--- src/rtl/mips_hazard_scoreboard_if.sv ---
// Decode-stage issue fields into the hazard scoreboard and the stall/flush
// controls and pending-register view coming back out.
interface mips_hazard_scoreboard_if #(
  parameter int NREGS  = 32,
  parameter int REG_AW = 5,
  parameter int LAT_W  = 4
);
  logic              IssueValidD;
  logic              IssueWrD;
  logic [REG_AW-1:0] IssueDstD;
  logic [LAT_W-1:0]  IssueLatD;
  logic [REG_AW-1:0] RsD;
  logic [REG_AW-1:0] RtD;
  logic              UseRsD;
  logic              UseRtD;
  logic              BranchD;
  logic              StallF;
  logic              StallD;
  logic              FlushE;
  logic [NREGS-1:0]  PendingMask;
  logic              IssueAccepted;

  modport master (
    output IssueValidD, IssueWrD, IssueDstD, IssueLatD,
    output RsD, RtD, UseRsD, UseRtD, BranchD,
    input  StallF, StallD, FlushE, PendingMask, IssueAccepted
  );

  modport slave (
    input  IssueValidD, IssueWrD, IssueDstD, IssueLatD,
    input  RsD, RtD, UseRsD, UseRtD, BranchD,
    output StallF, StallD, FlushE, PendingMask, IssueAccepted
  );
endinterface

--- src/rtl/mips_hazard_scoreboard.sv ---
// Per-register countdown scoreboard: stalls decode on RAW (E-stage or branch
// consumer) and WAW ordering hazards; outputs are combinational from the counters.
module mips_hazard_scoreboard #(
  parameter int NREGS   = 32,
  parameter int REG_AW  = 5,
  parameter int MAX_LAT = 8,
  parameter int LAT_W   = 4
) (
  input  logic                    CLK,
  input  logic                    Reset,
  mips_hazard_scoreboard_if.slave hz
);

  logic [LAT_W-1:0] w_cnt [NREGS];
  logic [LAT_W-1:0] w_eff_lat;
  logic [LAT_W-1:0] w_cnt_rs;
  logic [LAT_W-1:0] w_cnt_rt;
  logic [LAT_W-1:0] w_cnt_dst;
  logic             w_raw_a;
  logic             w_raw_b;
  logic             w_waw;
  logic             w_hazard;
  logic             w_accept;
  logic [NREGS-1:0] w_pending;

  assign w_cnt[0] = '0;

  generate
    for (genvar g = 1; g < NREGS; g++) begin : g_cnt
      logic [LAT_W-1:0] r_cnt;
      // A same-cycle issue to this register wins over the decrement.
      always_ff @(posedge CLK) begin
        if (!Reset) begin
          r_cnt <= '0;
        end else if (w_accept && hz.IssueWrD && (hz.IssueDstD == REG_AW'(g))) begin
          r_cnt <= w_eff_lat;
        end else if (r_cnt != '0) begin
          r_cnt <= r_cnt - LAT_W'(1);
        end
      end
      assign w_cnt[g] = r_cnt;
    end
  endgenerate

  always_comb begin
    w_eff_lat = hz.IssueLatD;
    if (hz.IssueLatD == '0) begin
      w_eff_lat = LAT_W'(1);
    end else if (hz.IssueLatD > LAT_W'(MAX_LAT)) begin
      w_eff_lat = LAT_W'(MAX_LAT);
    end
  end

  assign w_cnt_rs  = w_cnt[hz.RsD];
  assign w_cnt_rt  = w_cnt[hz.RtD];
  assign w_cnt_dst = w_cnt[hz.IssueDstD];

  // E-stage consumers can take a value with one cycle left via forwarding;
  // decode-stage branch compares need it already available.
  assign w_raw_a = hz.IssueValidD & hz.UseRsD & (hz.RsD != '0) &
                   (hz.BranchD ? (w_cnt_rs != '0) : (w_cnt_rs > LAT_W'(1)));
  assign w_raw_b = hz.IssueValidD & hz.UseRtD & (hz.RtD != '0) &
                   (hz.BranchD ? (w_cnt_rt != '0) : (w_cnt_rt > LAT_W'(1)));
  assign w_waw   = hz.IssueValidD & hz.IssueWrD & (hz.IssueDstD != '0) &
                   (w_cnt_dst > w_eff_lat);

  assign w_hazard = Reset & (w_raw_a | w_raw_b | w_waw);
  assign w_accept = Reset & hz.IssueValidD & ~w_hazard;

  always_comb begin
    w_pending = '0;
    for (int r = 1; r < NREGS; r++) begin
      w_pending[r] = Reset & (w_cnt[r] != '0);
    end
  end

  assign hz.StallF        = w_hazard;
  assign hz.StallD        = w_hazard;
  assign hz.FlushE        = w_hazard;
  assign hz.IssueAccepted = w_accept;
  assign hz.PendingMask   = w_pending;

endmodule

--- src/flat_wrapper.sv ---
// flat-port wrapper written by rule: the top's interface ports become plain ports
module mips_hazard_scoreboard_flat 
#(
  parameter int NREGS   = 32,
  parameter int REG_AW  = 5,
  parameter int MAX_LAT = 8,
  parameter int LAT_W   = 4
)
  (CLK, Reset, hz_IssueValidD, hz_IssueWrD, hz_IssueDstD, hz_IssueLatD, hz_RsD, hz_RtD, hz_UseRsD, hz_UseRtD, hz_BranchD, hz_StallF, hz_StallD, hz_FlushE, hz_PendingMask, hz_IssueAccepted);
  mips_hazard_scoreboard_if #(.NREGS(NREGS), .REG_AW(REG_AW), .LAT_W(LAT_W)) hz_i ();
  input  logic CLK;
  input  logic Reset;
  input wire logic [$bits(hz_i.IssueValidD)-1:0] hz_IssueValidD;
  input wire logic [$bits(hz_i.IssueWrD)-1:0] hz_IssueWrD;
  input wire logic [$bits(hz_i.IssueDstD)-1:0] hz_IssueDstD;
  input wire logic [$bits(hz_i.IssueLatD)-1:0] hz_IssueLatD;
  input wire logic [$bits(hz_i.RsD)-1:0] hz_RsD;
  input wire logic [$bits(hz_i.RtD)-1:0] hz_RtD;
  input wire logic [$bits(hz_i.UseRsD)-1:0] hz_UseRsD;
  input wire logic [$bits(hz_i.UseRtD)-1:0] hz_UseRtD;
  input wire logic [$bits(hz_i.BranchD)-1:0] hz_BranchD;
  output wire logic [$bits(hz_i.StallF)-1:0] hz_StallF;
  output wire logic [$bits(hz_i.StallD)-1:0] hz_StallD;
  output wire logic [$bits(hz_i.FlushE)-1:0] hz_FlushE;
  output wire logic [$bits(hz_i.PendingMask)-1:0] hz_PendingMask;
  output wire logic [$bits(hz_i.IssueAccepted)-1:0] hz_IssueAccepted;
  assign hz_i.IssueValidD = hz_IssueValidD;
  assign hz_i.IssueWrD = hz_IssueWrD;
  assign hz_i.IssueDstD = hz_IssueDstD;
  assign hz_i.IssueLatD = hz_IssueLatD;
  assign hz_i.RsD = hz_RsD;
  assign hz_i.RtD = hz_RtD;
  assign hz_i.UseRsD = hz_UseRsD;
  assign hz_i.UseRtD = hz_UseRtD;
  assign hz_i.BranchD = hz_BranchD;
  assign hz_StallF = hz_i.StallF;
  assign hz_StallD = hz_i.StallD;
  assign hz_FlushE = hz_i.FlushE;
  assign hz_PendingMask = hz_i.PendingMask;
  assign hz_IssueAccepted = hz_i.IssueAccepted;
  mips_hazard_scoreboard #(.NREGS(NREGS), .REG_AW(REG_AW), .MAX_LAT(MAX_LAT), .LAT_W(LAT_W)) u_core (.CLK(CLK), .Reset(Reset), .hz(hz_i));
endmodule
--- config.mk ---
export PLATFORM = sky130hd
export DESIGN_NAME = mips_hazard_scoreboard_flat
export DESIGN_NICKNAME = d
export VERILOG_FILES = /design/src/rtl/mips_hazard_scoreboard_if.sv /design/src/rtl/mips_hazard_scoreboard.sv /design/src/flat_wrapper.sv
export SDC_FILE = /design/constraint.sdc
export NUM_CORES = 1
export LEC_CHECK = 0
export CAP_MARGIN = 10
export CORE_MARGIN = 10
export CORE_UTILIZATION = 61
export CTS_BUF_LIST = sky130_fd_sc_hd__clkbuf_16
export CTS_CLUSTER_DIAMETER = 120
export DETAILED_ROUTE_END_ITERATION = 6
export MAX_ROUTING_LAYER = met4
export PLACE_DENSITY = 0.9
export RECOVER_POWER = 25
export SLEW_MARGIN = 15
export SYNTH_ARGS = -nofsm -noshare
export SYNTH_HDL_FRONTEND = slang
export SYNTH_SLANG_ARGS = --single-unit
export TNS_END_PERCENT = 1
--- constraint.sdc ---
create_clock -name CLK -period 12.2 [get_ports CLK]
set_input_delay 2.44 -clock CLK [delete_from_list [all_inputs] [get_ports CLK]]
set_output_delay 2.44 -clock CLK [all_outputs]
set_load 0.05 [all_outputs]
==> results of run 1 <==
==> worst max-delay path by stage <==
stage | to | slack, ns
final | hz_StallD | 2.58
after floorplan | hz_StallD | 2.71
after detailed placement | hz_StallD | 2.60
after global placement | hz_StallD | 2.69
after CTS | hz_StallD | 2.59
after global routing | hz_FlushE | 2.41
==> cells by family after synthesis <==
family | synth area share
compound gates | 0.0805
xor+xnor | 0.0536
fa+ha+maj | 0.0432
buf+inv | 0.0670
flops | 0.245
mux | 0.248
other cells | 0.000370
simple gates | 0.263
==> power breakdown <==
part | leakage, nW | switching (W) | internal [W] | total, W
Sequential | 1.03 | 0.000264 | 0.000569 | 0.000833
Clock | 0.278 | 0.000203 | 0.000320 | 0.000522
Combinational | 3.64 | 0.000868 | 0.000680 | 0.00155
Total | 4.94 | 0.00133 | 0.00157 | 0.00290
==> layout by cell type, fill, tap and decap left out, types with 10 or more instances in the layout <==
master	count
nor2_1	59
nor4_1	19
clkdlybuf4s50_1	45
o21ai_0	27
nand3b_1	24
nand4_1	19
nor3_1	57
ha_1	35
nand2_1	159
nand4_4	15
dfxtp_1	124
xnor2_1	31
nand3_1	31
mux2i_1	137
and2_1	32
mux4_2	47
clkbuf_16	17
dlygate4sd3_1	12
xor2_1	31
o211ai_1	34
inv_1	92
nand2b_1	10
==> critical path, delay by kind of cell <==
family	cells	cell delay (ns)
buf+inv	2	1.67
simple gates	3	0.45
fa+ha+maj	1	0.30
compound gates	4	0.90
mux	3	1.40
==> through the flow <==
step | power (W) | util | setup WS [ns]
3_5_place_dp | 0.00235 | 0.655 | 2.60
6_report | 0.00290 | 0.679 | 2.58
2_1_floorplan | 0.00195 | - | 2.71
3_3_place_gp | 0.00229 | 0.655 | 2.69
4_1_cts | 0.00289 | 0.692 | 2.59
5_1_grt | 0.00309 | 0.679 | 2.41
==> routing by layer <==
metal / wire, um / up-vias
met5: 0 / -
met4: 1200 / 0
met3: 3610 / 127
met2: 13900 / 609
met1: 11700 / 4398
li1: - / 4159
==> cell type report <==
type | count | area (um2)
Timing Repair Buffer | 69 | 648
Inverter | 93 | 349
Clock buffer | 17 | 425
Clock inverter | 15 | 171
Fill cell | 1228 | 5260
Sequential cell | 124 | 2480
Tap cell | 220 | 275
Multi-Input combinational cell | 858 | 6800
==> metrics.cfg, run 1 <==
[yosys]
ys.flop_type = dfxtp_1
synth_top_area_frac = 0.245
ys_types = 59
avgSynthCellArea_um2 = 8.87
synth_most_common_cell = nand2_1
synth_top_area_cell = dfxtp_1
ys_warn_count = 0
yosys-top-cells-area = dfxtp_1 24%, mux2i_1 14%, mux4_2 10%
async_flop_share = 0
synth-seq-cells = 124
syn_inst = 1142
synth_edf_count = 0
syn_area_um2 = 10100
synth-seq-area-share = 0.245
syn_nets = 1203
yosys-top-cells-count = 159 x nand2_1, 137 x mux2i_1, 124 x dfxtp_1

[placed_design]
postPlaceCellArea_um2 = 10800
placed_cells = 1364
gp_congestion = 1.03
io_buffer_count = 60
hpwl_um = 21000

[timing]
rsz0062_at_grt = no
worst_slew_pin_slew_ns = 2.70
slew_headroom = -0.797
hold_violations = 0
max_freq_ghz = 0.104
period_share = 0.789
skew_ns = 0.0121
tns_ns = 0
maxSlewViolCount = 93
holdWs_ns = 0.651
layout_min_cycle_time_ns = 9.62
finalSetupViolCount = 0

[finish]
nNetsFinal = 1224
areaGrowthSynthToFinish_pct = 9.99
num_antenna_cells = 0
final_cell_area_um2 = 11100
top_register = u_core.g_cnt.r_cnt
largest_reg_flops = 124
fin_cells = 1396
top_regs = u_core.g_cnt.r_cnt x124
drive_above_1_share = 0.0978

[global_route]
met3_usage = 0.0728
grt_pass1_vias = 8957
use_met1 = 0.339
grt_pass1_wl_um = 48100
grt_busiest_layer = met2
grt_overflow_total = 0
grt_usage = 0.280
grtUsageMet2 = 0.432
grt_max_degree = 73
grt_antenna_before_repair = 0

[run_status]
violations = max-capacitance violations, max-slew violations
status = finished with violations

[clock_network]
cts_resized = 0
cts_inserted_buffers = 17
clk_path_buf_depth = 2
cts_tree = yes
clock-sinks = 124
clk_pin_slew_ns = 0.06
cts-hold-fix-buffers = 0
htree_levels = 4
root_buffer = clkbuf_16
postCtsSetupBuffers = 0
clkLatencyLatePin_ns = 0.44

[critical_path]
r2r_slack_ns = 6.37
end_kind = output port
cpMostUsedCell = mux4_2
crit_type = in -> out
crit_chain = buf_2 -> mux4_2 -> mux4_2 -> mux2_2 -> ha_1 -> nor2b_1 -> o21a_1 -> o21ai_0 -> a221oi_1 -> nor3_2 -> and2_1 -> a21boi_0 -> clkdlybuf4s50_1
r2r-end = u_core.g_cnt[30].r_cnt[3]$_SDFFE_PN0P_
path_max_fanout = 40
worstPathArrival_ns = 7.18
crit_slowest_cell = clkdlybuf4s50_1
start_kind = input pin
critPathRequiredTime_ns = 9.76
r2r_cells = 12
critPathMaxStageDelay_ns = 0.89
critPathLaunch = hz_IssueDstD[0]
reg2reg_from = u_core.g_cnt[10].r_cnt[1]$_SDFFE_PN0P_

[floorplan]
top_level_ports = 62
core_um2 = 16400
initial_core_util = 0.618
die_w_um = 149
floorplan.rows = 47
die-area_um2 = 22200
die_y_um = 149

[route]
routed_via_density = 6.66
drt_iter0_markers = 1180
drc = 0
num_vias = 9293
wl_per_cell_um = 21.8
dr.pass1.iters = 6
routed_wl_um = 30400
antenna_left = 0

[run]
drv_cap = 2

[hold_path]
worstHoldStart = u_core.g_cnt[1].r_cnt[1]$_SDFFE_PN0P_
hold_depth = 2
holdPathEnd = u_core.g_cnt[1].r_cnt[1]$_SDFFE_PN0P_
holdCritPathClass = reg -> reg

[power]
ir_worst_vdd_mv = 0.184
cellPowerDensity_nw_per_um2 = 260
leakage_nw = 4.94

(Power assumes the default switching activity.)
==> inputs of run 2 (changes only) <==
CORE_UTILIZATION = 55   (was 61)
PLACE_DENSITY = 0.86   (was 0.9)
clock period = 8.6 ns   (was 12.2 ns; I/O delays follow)
==> metrics.cfg, run 2 (synthesis gave the netlist of run 1 again) <==
[critical_path]
critPathRequiredTime_ns = 6.88  ; -2.88 ns
r2r_slack_ns = 3.57  ; -2.80 ns
worstPathArrival_ns = 6.31  ; -0.87 ns
crit_type = in -> out
end_kind = output port
reg2reg_from = u_core.g_cnt[15].r_cnt[1]$_SDFFE_PN0P_
critPathLaunch = hz_IssueDstD[0]
start_kind = input pin
r2r-end = u_core.g_cnt[31].r_cnt[2]$_SDFFE_PN0P_
path_max_fanout = 32  ; -20%
r2r_cells = 12  ; unchanged

[route]
routed_wl_um = 30900  ; +1.9%
drt_iter0_markers = 1002  ; -15%
antenna_left = 0  ; unchanged
routed_via_density = 6.53  ; -1.9%
wl_per_cell_um = 21.9  ; +0.85%
num_vias = 9207  ; -0.93%
dr.pass1.iters = 6  ; unchanged
drc = 0  ; unchanged

[timing]
period_share = 0.934
hold_violations = 0  ; unchanged
layout_min_cycle_time_ns = 8.03
max_freq_ghz = 0.124
maxSlewViolCount = 127  ; +37%
tns_ns = 0  ; unchanged
worst_slew_pin_slew_ns = 3.86  ; +1.16 ns
slew_headroom = -1.57  ; -0.775
finalSetupViolCount = 0  ; unchanged
rsz0062_at_grt = no
skew_ns = 0.0103  ; -0.00176 ns

[global_route]
grt_pass1_wl_um = 49200  ; +2.3%
grt_overflow_total = 0  ; unchanged
grt_max_degree = 95  ; +30%
grt_antenna_before_repair = 1  ; +1
grt_pass1_vias = 8894  ; -0.70%
grt_usage = 0.261  ; -0.0193

[clock_network]
cts_tree = yes
clkLatencyLatePin_ns = 0.43  ; about the same
postCtsSetupBuffers = 0  ; unchanged
clk_path_buf_depth = 2  ; unchanged
cts_resized = 0  ; unchanged
root_buffer = clkbuf_16
clk_pin_slew_ns = 0.06  ; about the same
cts_inserted_buffers = 17  ; unchanged
clock-sinks = 124  ; unchanged
htree_levels = 4  ; unchanged
cts-hold-fix-buffers = 0  ; unchanged

[floorplan]
die_y_um = 156  ; +4.6%
core_um2 = 18000  ; +9.9%
initial_core_util = 0.562  ; -0.0554
top_level_ports = 62  ; unchanged
die-area_um2 = 24300  ; +9.4%
die_w_um = 156  ; +4.6%
floorplan.rows = 49  ; +4.3%

[power]
cellPowerDensity_nw_per_um2 = 369  ; +42%
ir_worst_vdd_mv = 0.269  ; +47%
leakage_nw = 5.05  ; +2.2%

[placed_design]
io_buffer_count = 60  ; unchanged
hpwl_um = 21900  ; +4.4%
gp_congestion = 1.03  ; +0.83%
placed_cells = 1377  ; +0.95%

[hold_path]
worstHoldStart = u_core.g_cnt[14].r_cnt[3]$_SDFFE_PN0P_
holdCritPathClass = reg -> reg
holdPathEnd = u_core.g_cnt[14].r_cnt[3]$_SDFFE_PN0P_
hold_depth = 3  ; +1

[finish]
top_regs = u_core.g_cnt.r_cnt x124
layout_commonest_cell = nand2_1
areaGrowthSynthToFinish_pct = 12.7
multi_input_area_um2 = 6950  ; +2.2%
ff_latch_area_um2 = 2480  ; unchanged
layout_common_cells = 158 x nand2_1, 137 x mux2i_1, 124 x dfxtp_1
top_register = u_core.g_cnt.r_cnt
fillers = 1451  ; +18%
largest_reg_flops = 124  ; unchanged
fin_cells = 1410  ; +1.0%
drive_above_1_share = 0.110  ; +0.0124
nNetsFinal = 1228  ; +0.33%

[run_status]
violations = max-capacitance violations, max-slew violations
status = finished with violations

[run]
drv_cap = 2  ; unchanged

==> run 2: changes by cell type in the layout (fill, tap and decap cells not counted), sizes merged <==
| cell | previous run | this run |
|---|---|---|
| clkinvlp | 4 | 3 |
| buf | 10 | 14 |
| clkdlybuf4s50 | 45 | 27 |
| dlygate4sd3 | 12 | 29 |
| bufinv | 3 | 7 |
| diode | 0 | 1 |
| clkinv | 7 | 4 |
| clkbuf | 19 | 20 |
==> run 2: layer usage <==
metal / part of all wire / routed length [um] / global-route usage
met5: 0 / 0 / -
met1: 0.39 / 12000 / 0.322
met2: 0.46 / 14200 / 0.400
met4: 0.037 / 1140 / 0.103
met3: 0.12 / 3560 / 0.0673
==> run 2: area by class of cell <==
class,instances,area share
multi-input cells,858,0.608
flip-flops and latches,124,0.217
repair buffers,73,0.0589
inverters,93,0.0306
clock buffers,17,0.0373
clock inverters,15,0.0221
diodes,1,0.000219
well taps,229,0.0251
==> run 2: report_power, final <==
group	switching (W)	total, W	leakage (nW)	internal, W
clock network	0.000272	0.000839	0.327	0.000567
logic	0.00122	0.00217	3.69	0.000952
registers	0.000396	0.00120	1.03	0.000807
total	0.00189	0.00422	5.05	0.00233
==> run 2: worst max path at each step <==
| stage | end | slack, ns | depth (start not counted) |
|---|---|---|---|
| floorplan | hz_StallD | 0.55 | 14 |
| global placement | hz_StallD | 0.60 | 13 |
| detailed placement | hz_StallF | 0.53 | 13 |
| CTS | hz_StallF | 0.53 | 14 |
| global route | hz_FlushE | 0.26 | 13 |
| finish | hz_StallF | 0.57 | 14 |
==> run 2: critical path, cell delays in order <==
cell	delay, ns
buf_2	0.67
buf_4	0.31
mux4_2	0.31
mux4_2	0.49
mux2_2	0.28
ha_1	0.29
nor2b_1	0.13
o21a_1	0.11
o21ai_0	0.07
a221oi_1	0.36
nor3_2	0.09
and2_1	0.19
a21boi_0	0.38
clkdlybuf4s50_1	0.89
==> run 2: per-stage QoR <==
step | hold WS (ns) | cell area, um2 | power [W] | utilization | setup WS [ns]
floorplan | 0.586 | 10100 | 0.00277 | - | 0.548
global placement | 0.626 | 10800 | 0.00326 | 0.599 | 0.603
detailed placement | 0.640 | 10800 | 0.00334 | 0.599 | 0.529
CTS | 0.658 | 11500 | 0.00420 | 0.636 | 0.526
global route | 0.696 | 11400 | 0.00450 | 0.634 | 0.263
finish | 0.659 | 11400 | 0.00422 | 0.634 | 0.565
==> inputs of run 3 (changes only) <==
PLACE_DENSITY = unset   (was 0.86)
PLACE_DENSITY_LB_ADDON = 0.3   (was unset)
==> metrics.cfg, run 3 (synthesis gave the netlist of run 1 again) <==
[clock_network]
cts_inserted_buffers = 17  ; unchanged
cts_resized = 0  ; unchanged
clk_pin_slew_ns = 0.05  ; about the same
clock-sinks = 124  ; unchanged
clkLatencyLatePin_ns = 0.42  ; about the same
cts-hold-fix-buffers = 0  ; unchanged
cts_tree = yes
htree_levels = 4  ; unchanged
root_buffer = clkbuf_16
clk_path_buf_depth = 2  ; unchanged
postCtsSetupBuffers = 0  ; unchanged

[finish]
layout_commonest_cell = nand2_1
nNetsFinal = 1231  ; +0.24%
layout_common_cells = 158 x nand2_1, 137 x mux2i_1, 124 x dfxtp_1
top_register = u_core.g_cnt.r_cnt
largest_reg_flops = 124  ; unchanged
fillers = 1566  ; +7.9%
areaGrowthSynthToFinish_pct = 11.3
top_regs = u_core.g_cnt.r_cnt x124
drive_above_1_share = 0.108  ; -0.00179

[timing]
period_share = 0.927  ; -0.00712
rsz0062_at_grt = no
finalSetupViolCount = 0  ; unchanged
hold_violations = 0  ; unchanged
layout_min_cycle_time_ns = 7.97  ; -0.0612 ns
skew_ns = 0.00840  ; -0.00193 ns
worst_slew_pin_slew_ns = 2.61  ; -1.25 ns
max_freq_ghz = 0.125  ; +0.77%
tns_ns = 0  ; unchanged
setup_slack_ns = 0.626  ; +0.0612 ns
maxSlewViolCount = 95  ; -25%
slew_headroom = -0.741  ; +0.831

[global_route]
grt_pass1_wl_um = 49700  ; +1.1%
grt_usage = 0.265  ; +0.00433
grt_antenna_before_repair = 1  ; unchanged
grt_overflow_total = 0  ; unchanged
grt_pass1_vias = 8763  ; -1.5%
grt_max_degree = 63  ; -34%

[route]
routed_via_density = 6.45  ; -1.3%
antenna_left = 0  ; unchanged
drc = 0  ; unchanged
num_vias = 9096  ; -1.2%
dr.pass1.iters = 6  ; unchanged
routed_wl_um = 31500  ; +2.0%
drt_iter0_markers = 934  ; -6.8%
wl_per_cell_um = 22.4  ; +1.9%

[floorplan]
top_level_ports = 62  ; unchanged
initial_core_util = 0.562  ; unchanged
die-area_um2 = 24300  ; unchanged
floorplan.rows = 49  ; unchanged
core_um2 = 18000  ; unchanged
die_y_um = 156  ; unchanged
die_w_um = 156  ; unchanged

[placed_design]
gp_congestion = 0.986  ; -4.6%
pre_cts_slack_ns = 0.563  ; +0.0335 ns
io_buffer_count = 60  ; unchanged
hpwl_um = 22500  ; +2.4%

[run_status]
status = finished with violations
violations = max-capacitance violations, max-slew violations

[critical_path]
worstPathArrival_ns = 6.25  ; -0.06 ns
crit_type = in -> out
end_kind = output port
path_max_fanout = 29  ; -9.4%
critPathRequiredTime_ns = 6.88  ; about the same
start_kind = input pin

[power]
leakage_nw = 5.01  ; -0.80%
ir_worst_vdd_mv = 0.287  ; +6.5%
cellPowerDensity_nw_per_um2 = 358  ; -3.2%

[run]
drv_cap = 2  ; unchanged

[hold_path]
holdCritPathClass = reg -> reg

[run 3: cell types whose count changed in the layout (fill, tap and decap cells not counted), moves of 2 or more]
cell,previous run,this run
buf_4,12,14
bufinv_16,7,2
clkinv_2,1,4
inv_1,94,96
[run 3: where the power goes]
| part | internal [W] | switching (W) | leakage (nW) | total, W |
|---|---|---|---|---|
| combinational | 0.000952 | 0.00121 | 3.70 | 0.00216 |
| sequential | 0.000807 | 0.000392 | 1.03 | 0.00120 |
| clock | 0.000414 | 0.000261 | 0.277 | 0.000675 |
| total | 0.00217 | 0.00186 | 5.01 | 0.00403 |
[run 3: layout make-up]
class,instances,area (um2),share of cell area
multi-input cells,858,6930,0.614
flip-flops and latches,124,2480,0.220
repair buffers,76,693,0.0614
clock buffers,17,425,0.0377
inverters,93,349,0.0309
well taps,229,287,0.0254
clock inverters,13,114,0.0101
diodes,1,2.50,0.000222
[run 3: worst max-delay path, stage by stage]
cell and delay, ns:
buf_2 0.61, buf_4 0.29, mux4_2 0.52, mux4_2 0.46
mux2_2 0.28, ha_1 0.29, o21a_1 0.11, o21ai_0 0.09
a221oi_1 0.30, nor3_1 0.11, and2_1 0.20, a21boi_0 0.36
clkdlybuf4s50_1 0.89
[run 3: per-stage QoR]
| stage | cell area, um2 | hold WS [ns] | total power [W] | instances | util |
|---|---|---|---|---|---|
| 2_1_floorplan | 10100 | 0.586 | 0.00277 | 1142 | - |
| 3_3_place_gp | 10800 | 0.631 | 0.00329 | 1380 | 0.600 |
| 3_5_place_dp | 10800 | 0.639 | 0.00334 | 1380 | 0.600 |
| 4_1_cts | 11400 | 0.651 | 0.00404 | 1410 | 0.630 |
| 5_1_grt | 11300 | 0.697 | 0.00432 | 1411 | 0.626 |
| 6_report | 11300 | 0.651 | 0.00403 | 1411 | 0.626 |
[run 3: final timing paths]
kind,start,endpoint,slack (ns),cells after the start
max reg2reg,u_core.g_cnt[16].r_cnt[1]$_SDFFE_PN0P_,u_core.g_cnt[31].r_cnt[1]$_SDFFE_PN0P_,3.56,12
max,hz_IssueDstD[0],hz_FlushE,0.63,13
min,u_core.g_cnt[29].r_cnt[2]$_SDFFE_PN0P_,u_core.g_cnt[29].r_cnt[2]$_SDFFE_PN0P_,0.65,3
min reg2reg,u_core.g_cnt[29].r_cnt[2]$_SDFFE_PN0P_,u_core.g_cnt[29].r_cnt[2]$_SDFFE_PN0P_,0.65,3
[run 3: metal layers]
metal,share of wire,track usage,up-vias
met4,0.028,0.0980,0
met2,0.46,0.408,482
li1,-,-,4180
met1,0.41,0.332,4352
met5,0,-,-
met3,0.098,0.0618,82
==> variant (settings of run 2) <==
`LAT_W` is set to 4 in 3 places; all go to 5.
--- a/src/rtl/mips_hazard_scoreboard_if.sv
+++ b/src/rtl/mips_hazard_scoreboard_if.sv
@@ -5,3 +5,3 @@
   parameter int REG_AW = 5,
-  parameter int LAT_W  = 4
+  parameter int LAT_W  = 5
 );
--- a/src/rtl/mips_hazard_scoreboard.sv
+++ b/src/rtl/mips_hazard_scoreboard.sv
@@ -6,3 +6,3 @@
   parameter int MAX_LAT = 8,
-  parameter int LAT_W   = 4
+  parameter int LAT_W   = 5
 ) (
--- a/src/flat_wrapper.sv
+++ b/src/flat_wrapper.sv
@@ -6,3 +6,3 @@
   parameter int MAX_LAT = 8,
-  parameter int LAT_W   = 4
+  parameter int LAT_W   = 5
 )
Interface: changed (resized hz_IssueLatD); port bits go from 62 to 63. The function was not compared with the original's and may differ.
==> variant against run 2 <==
  * Non-clock buffer count is 4 higher
  * Worst setup slack better by 510 ps
  * Sequential cell count increased by 31
  * Die area grew 13%
  * Wire length grew 19%
  * Cell area is 14% higher
  * Global-route usage increased by 0.27 points
  * Power increased by 23%
  * Area after synthesis increased by 16%
  * Sequential power grew 33%
  * Critical path type unchanged
  * Largest power group unchanged
==> variant: results <==
set metrics [dict create \
    port_buffers 61 \
    synth_nets 1430 \
    grt_pass1_wl_mm 57.68 \
    multi_input_area_um2 8049 \
    p_leak_nw 6.015 \
    synth_area_leaders "dfxtp_1 26%, mux4_2 13%, mux2i_1 11%, ha_1 7.2%, nand2_1 6.6%" \
    slowest_delay_ps 740 \
    final_layout_size_suffix_gt1_share_pct 9.964 \
    p_per_area_nw_per_um2 398.6 \
    clock-sinks 155 \
    syn_avg_cell_area_um2 8.766 \
    buffers_excl_clock 77 \
    worstMarginPinSlew_ps 1331 \
    synth_mux_area_share_pct 25.61 \
    synth-compound-area-share_pct 6.581 \
    clk_share_pct 3.940 \
    buf_share_pct 5.627 \
    place_ws_ps 1065 \
    critical_path.top_delay_family "compound AO/OA/AOI/OAI gates" \
    run_status "finished clean" \
    power.internal_mw 2.772 \
    grtUsageTotal_pct 26.33 \
    dp_hpwl_mm 26.62 \
    drt_iter0_drc 1340 \
    dp_cells 1628 \
    ys_top_cells_by_count "207 x nand2_1, 155 x dfxtp_1, 132 x mux2i_1" \
    drt_wl_total_mm 36.67 \
    seqCellArea_um2 3103 \
    synthAdderAreaFrac_pct 7.158 \
    core_um2 20960 \
    sh_seq_area_pct 23.78 \
    grt_max_degree 85 \
]
-- variant: final timing paths --
check,from,to,depth (start not counted),slack [ps]
min reg2reg,u_core.g_cnt[25].r_cnt[3],u_core.g_cnt[25].r_cnt[3],3,650
max reg2reg,u_core.g_cnt[15].r_cnt[1],u_core.g_cnt[31].r_cnt[4],14,2990
max,hz_IssueDstD[1],hz_FlushE,15,1080
min,u_core.g_cnt[25].r_cnt[3],u_core.g_cnt[25].r_cnt[3],3,650
-- variant: kinds of logic (layout without fill, tap and decap cells) --
family | Yosys count | count (layout)
AND/OR/NAND/NOR | 523 | 523
multiplexers | 216 | 216
flip-flops | 155 | 155
buffers and inverters | 141 | 190
AO/OA/AOI/OAI | 120 | 120
XOR/XNOR | 112 | 112
adder cells (fa/ha/maj) | 67 | 67
other | 2 | 3
-- variant: layer usage --
| metal | wire (um) | global-route usage [%] |
|---|---|---|
| met1 | 14590 | 32.23 |
| met2 | 16890 | 41.24 |
| met3 | 3392 | 4.496 |
| met4 | 1793 | 13.06 |
| met5 | 0 | - |
